--- src/rtl/sextium_avalon_io_buffered.sv ---
// Sextium III CPU I/O strobe bridge to an Avalon-MM master with registered bus outputs,
// a write-posting buffer and reads ordered behind all posted writes.
module sextium_avalon_io_buffered #(
   parameter int unsigned DATA_WIDTH      = 16,
   parameter logic [31:0] READ_FIFO_ADDR  = 32'h200006,
   parameter logic [31:0] WRITE_FIFO_ADDR = 32'h200008,
   parameter int unsigned WBUF_DEPTH      = 4
) (
   input  logic                          clk,
   input  logic                          reset,
   output logic [31:0]                   address,
   output logic                          read,
   input  logic [31:0]                   readdata,
   input  logic                          waitrequest,
   output logic                          write,
   output logic [31:0]                   writedata,
   output logic [3:0]                    byteenable,
   output logic [DATA_WIDTH-1:0]         io_bus_in,
   input  logic [DATA_WIDTH-1:0]         io_bus_out,
   input  logic                          io_read,
   input  logic                          io_write,
   output logic                          io_ack,
   output logic [$clog2(WBUF_DEPTH):0]   wbuf_level
);

   localparam int unsigned PW       = $clog2(WBUF_DEPTH);
   localparam logic [PW:0] LVL_FULL = (PW+1)'(WBUF_DEPTH);
   localparam logic [3:0]  BE_MASK  = 4'((5'd1 << (DATA_WIDTH / 8)) - 5'd1);

   if (DATA_WIDTH != 8 && DATA_WIDTH != 16 && DATA_WIDTH != 32) begin : g_bad_width
      $error("DATA_WIDTH must be 8, 16 or 32");
   end
   if (WBUF_DEPTH < 2 || (WBUF_DEPTH & (WBUF_DEPTH - 1)) != 0) begin : g_bad_depth
      $error("WBUF_DEPTH must be a power of two, at least 2");
   end

   typedef enum logic [1:0] {StIdle, StWrite, StRead, StRdone} state_t;

   state_t                state;
   logic [DATA_WIDTH-1:0] mem [WBUF_DEPTH];
   logic [PW-1:0]         wr_ptr;
   logic [PW-1:0]         rd_ptr;
   logic                  empty;
   logic                  full;
   logic                  push;
   logic                  pop;
   logic [31:0]           head_ext;
   logic                  unused_hi;

   assign empty      = (wbuf_level == '0);
   assign full       = (wbuf_level == LVL_FULL);
   // Read wins over a simultaneous write; the write simply waits unacked.
   assign push       = io_write & ~io_read & ~full;
   assign pop        = (state == StWrite) & ~waitrequest;
   assign io_ack     = push | (state == StRdone);
   assign byteenable = BE_MASK;
   assign head_ext   = 32'(mem[rd_ptr]);
   assign unused_hi  = ^(readdata >> DATA_WIDTH);

   always_ff @(posedge clk) begin
      if (push) begin
         mem[wr_ptr] <= io_bus_out;
      end
   end

   always_ff @(posedge clk or posedge reset) begin
      if (reset) begin
         wr_ptr     <= '0;
         rd_ptr     <= '0;
         wbuf_level <= '0;
      end else begin
         if (push) wr_ptr <= wr_ptr + PW'(1);
         if (pop)  rd_ptr <= rd_ptr + PW'(1);
         case ({push, pop})
            2'b10:   wbuf_level <= wbuf_level + (PW+1)'(1);
            2'b01:   wbuf_level <= wbuf_level - (PW+1)'(1);
            default: wbuf_level <= wbuf_level;
         endcase
      end
   end

   // Draining the buffer before starting a read keeps reads behind posted writes.
   always_ff @(posedge clk or posedge reset) begin
      if (reset) begin
         state     <= StIdle;
         address   <= '0;
         read      <= 1'b0;
         write     <= 1'b0;
         writedata <= '0;
         io_bus_in <= '0;
      end else begin
         unique case (state)
            StIdle: begin
               if (!empty) begin
                  address   <= WRITE_FIFO_ADDR;
                  writedata <= head_ext;
                  write     <= 1'b1;
                  state     <= StWrite;
               end else if (io_read) begin
                  address <= READ_FIFO_ADDR;
                  read    <= 1'b1;
                  state   <= StRead;
               end
            end
            StWrite: begin
               if (!waitrequest) begin
                  write <= 1'b0;
                  state <= StIdle;
               end
            end
            StRead: begin
               if (!waitrequest) begin
                  io_bus_in <= readdata[DATA_WIDTH-1:0];
                  read      <= 1'b0;
                  state     <= StRdone;
               end
            end
            StRdone: begin
               state <= StIdle;
            end
         endcase
      end
   end

endmodule

--- config.mk ---
export PLATFORM = sky130hd
export DESIGN_NAME = sextium_avalon_io_buffered
export DESIGN_NICKNAME = d
export VERILOG_FILES = /design/src/rtl/sextium_avalon_io_buffered.sv
export SDC_FILE = /design/constraint.sdc
export NUM_CORES = 1
export LEC_CHECK = 0
export CAP_MARGIN = 20
export CORE_ASPECT_RATIO = 0.75
export CORE_UTILIZATION = 47
export DETAILED_ROUTE_END_ITERATION = 16
export GPL_TIMING_DRIVEN = 0
export PLACE_DENSITY_LB_ADDON = 0.3
export SETUP_SLACK_MARGIN = 0.1
export SYNTH_ARGS = -nofsm -noshare
export SYNTH_HDL_FRONTEND = slang
export SYNTH_SLANG_ARGS = --single-unit
--- constraint.sdc ---
create_clock -name clk -period 2.65 [get_ports clk]
set_input_delay 0.53 -clock clk [delete_from_list [all_inputs] [get_ports clk]]
set_output_delay 0.53 -clock clk [all_outputs]
set_load 0.02 [all_outputs]
==> metrics.csv, run 1 <==
stage;metric;value;unit
layout;commonest non-fill, non-tap cells in the layout;77 x clkdlybuf4s50_1, 64 x edfxtp_1, 51 x buf_4, 48 x conb_1, 46 x dfrtp_1;
clock_tree;clock-pin slew on the worst setup and hold paths;0.07;ns
synthesis;synth unique cells;34;
clock_tree;clock sinks;110;
drt;First-pass DRT Iterations;4;
layout;number of fill cells in the layout;715;
critical_path;Worst setup SP type;input port;
layout;Area Growth Syn to Fin;30.6;%
drt;Vias/cell;4.49;
critical_path;Critical Path Fanout Max;5;
synthesis;compound-gate portion of the synthesized area;1.96;%
drt;WL/cell;14.5;µm
global_routing;initial antenna violation count;0;
critical_path;crit-path cells;clkdlybuf4s50_1 > nor3b_2 > ha_1 > inv_1 > fa_1 > xor2_1 > nor2_1 > xor2_1;
clock_tree;CTS tree;done;
global_routing;grt ovf;0;
hold_path;worst hold path class;in -> async;
clock_tree;Clock Latency Late Sink;0.34;ns
floorplanning;die area;10300;µm²
flow_run;Max Cap Viol;0;
synthesis;Post-Syn Area per Cell;17.4;µm²
critical_path;worst path bufs/invs;2;
synthesis;Synth Area in Simple Gates;2.36;%
critical_path;endpoint class of the critical path;flop;
power_and_ir_drop;leakage;2.55;nW
drt;Iter 0 DRT Violations;77;
layout;Final Cell Area;6100;µm²
floorplanning;Core ar.;9660;µm²
synthesis;Mapped Cells;268;
layout;n_diodes;0;
critical_path;Slowest-stage cell, CP;clkdlybuf4s50_1;
global_routing;largest net degree at the start of global routing;35;
synthesis;Mapped Area;4670;µm²
timing;worst slew pin tran;0.883;ns
timing;max-slew violations;0;
status;status;completed;
drt;post-route ant nets;0;
floorplanning;Initial Utilization;48.4;%
synthesis;post-synthesis mux area share;16.7;%
synthesis;Post-Synth XOR/XNOR Area;1.13;%
timing;Fmax;0.426;GHz
global_routing;GRT Overall Usage;16.4;%
floorplanning;# IOs;143;
critical_path;Top Family by Delay on Critical Path;adder cells;
placed_design;dpl ws;-0.269;ns
power_and_ir_drop;Tot Pwr;6.15;mW
synthesis;Synth Area in Adders;1.77;%
global_routing;first-pass GRT wire length;12.1;mm
clock_tree;Root Buffer;clkbuf_16;
timing;worst clock skew;0.00883;ns
floorplanning;Die H;88.3;µm
timing;RSZ-0062 raised after global routing;false;
clock_tree;H-tree Lvls;3;
clock_tree;CTS Hold Buffers Added;0;
timing;setup_tns;0;ns
timing;Rel. slew slack;41.1;%
timing;final setup vio count;0;
synthesis;Yosys warning count;0;
drt;DR DRC count;0;
critical_path;Arrival @ worst endpoint;2.60;ns
timing;hold slack;0.454;ns
synthesis;Yosys reg bits;110;
critical_path;Worst EP required;2.91;ns
placed_design;detailed placer's ending HPWL;5.45;mm
critical_path;reg2reg setup slack;0.50;ns
critical_path;most frequent cell on the critical path;xor2_1;
clock_tree;cts bufs inserted;9;
placed_design;RePlAce Congestion;0.711;
layout;commonest non-fill, non-tap cell in the layout;clkdlybuf4s50_1;
timing;number of hold violations in the final report;0;
timing;final period utilization;88.6;%
synthesis;Seq/Total Area, Yosys;65.8;%
drt;via count;2431;
timing;min Tclk post-route;2.35;ns
clock_tree;Clock Path Buffers;2;
drt;Routed WL;7.88;mm
global_routing;number of global-route vias before repair;2313;
floorplanning;Die Wd;117;µm
synthesis;largest family of logic cells by synthesized area;multiplexers;
layout;layout net count;464;
critical_path;crit-path max cell delay;0.54;ns
critical_path;WS Path Type;in -> reg;
timing;Final WS setup;0.302;ns
power_and_ir_drop;pwr/cell area;1010;nW/µm²
placed_design;Cell Area, Placed;5810;µm²
floorplanning;# rows;31;
placed_design;port bufs;78;
layout;layout cells sized above 1;29.8;%
power_and_ir_drop;Peak VDD IR;0.000641;V
## metrics by stage
step / util, % / std cells
floorplan: - / 314
global placement: 59.9 / 524
detailed placement: 60.2 / 525
CTS: 63.1 / 542
global route: 63.2 / 542
finish: 63.2 / 542
## synth_stat cells (all sizes together)
library cell / number / share of area (%)
and2: 4 / 0.54
mux2i: 1 / 0.21
xor2: 3 / 0.56
fa: 1 / 0.43
a21oi: 3 / 0.32
conb: 2 / 0.16
clkbuf: 1 / 0.080
a311oi: 1 / 0.56
mux2: 33 / 8.5
ha: 5 / 1.3
a221oi: 1 / 0.19
edfxtp: 64 / 41
o21ai: 1 / 0.11
buf: 56 / 9.3
nand2: 2 / 0.16
nor3b: 2 / 0.56
nor2: 5 / 0.40
dfrtp: 46 / 25
nand2b: 1 / 0.13
a21o: 3 / 0.48
nor3: 2 / 0.56
xnor2: 3 / 0.56
a31oi: 1 / 0.13
o21bai: 1 / 0.16
mux4: 16 / 8.0
inv: 10 / 0.80
## repair_timing
action	CTS	global route
setup buffers	1	0
endpoints found under the setup margin	2	1
pin swaps	1	0
gates resized for setup	1	1
## flip-flops by register name (all words and copies together) (netlist names), 2 cells and up
register	cells
mem	64
io_bus_in	16
writedata	16
address	3
wbuf_level	3
rd_ptr	2
state	2
wr_ptr	2
## logic make-up (layout without fill, tap and decap cells)
| logic type | after synthesis | count (layout) |
|---|---|---|
| fa+ha+maj | 6 | 6 |
| other cells | 2 | 48 |
| compound gates | 11 | 11 |
| simple gates | 16 | 16 |
| xor+xnor | 6 | 6 |
| flops | 110 | 110 |
| mux | 50 | 50 |
| buf+inv | 67 | 163 |
## layer usage
metal,part of all wire (%),global-route usage (%)
met3,5.5,5.00
met2,49,26.7
met4,1.4,5.52
met1,44,21.3
met5,0,0
## report_power, final
part | internal (mW) | switching [mW] | total, mW
Sequential | 2.25 | 0.213 | 2.47
Clock | 0.663 | 0.567 | 1.23
Combinational | 1.30 | 1.15 | 2.45
## layout make-up
| class | instances | area (µm²) | area share [%] |
|---|---|---|---|
| plain buffers | 57 | 437 | 7.16 |
| clock buffers | 11 | 243 | 3.98 |
| clock inverters | 5 | 33.8 | 0.554 |
| inverters | 10 | 37.5 | 0.615 |
| multi-input cells | 137 | 1300 | 21.3 |
| flip-flops and latches | 110 | 3070 | 50.4 |
| well taps | 132 | 165 | 2.71 |
| repair buffers | 80 | 811 | 13.3 |
## worst paths after layout
path	end	startpoint	cells after the start
min	writedata[11]	reset	2
min reg2reg	address[21]	address[21]	1
max reg2reg	mem[3][10]	wbuf_level[0]	4
max in group asynchronous	wbuf_level[2]	reset	3
max	wbuf_level[2]	waitrequest	8
min in group clk	address[21]	address[21]	1
No activity file was read; power rests on OpenSTA's default activity.
==> run 2: changes to the inputs <==
--- a/config.mk
+++ b/config.mk
@@ -8,6 +8,7 @@
 export CAP_MARGIN = 20
 export CORE_ASPECT_RATIO = 0.75
 export CORE_UTILIZATION = 47
+export CTS_CLUSTER_SIZE = 14
 export DETAILED_ROUTE_END_ITERATION = 16
 export GPL_TIMING_DRIVEN = 0
 export PLACE_DENSITY_LB_ADDON = 0.3
==> results of run 2 <==
Same layout as run 1: the final DEF is identical, and so are final timing and power.
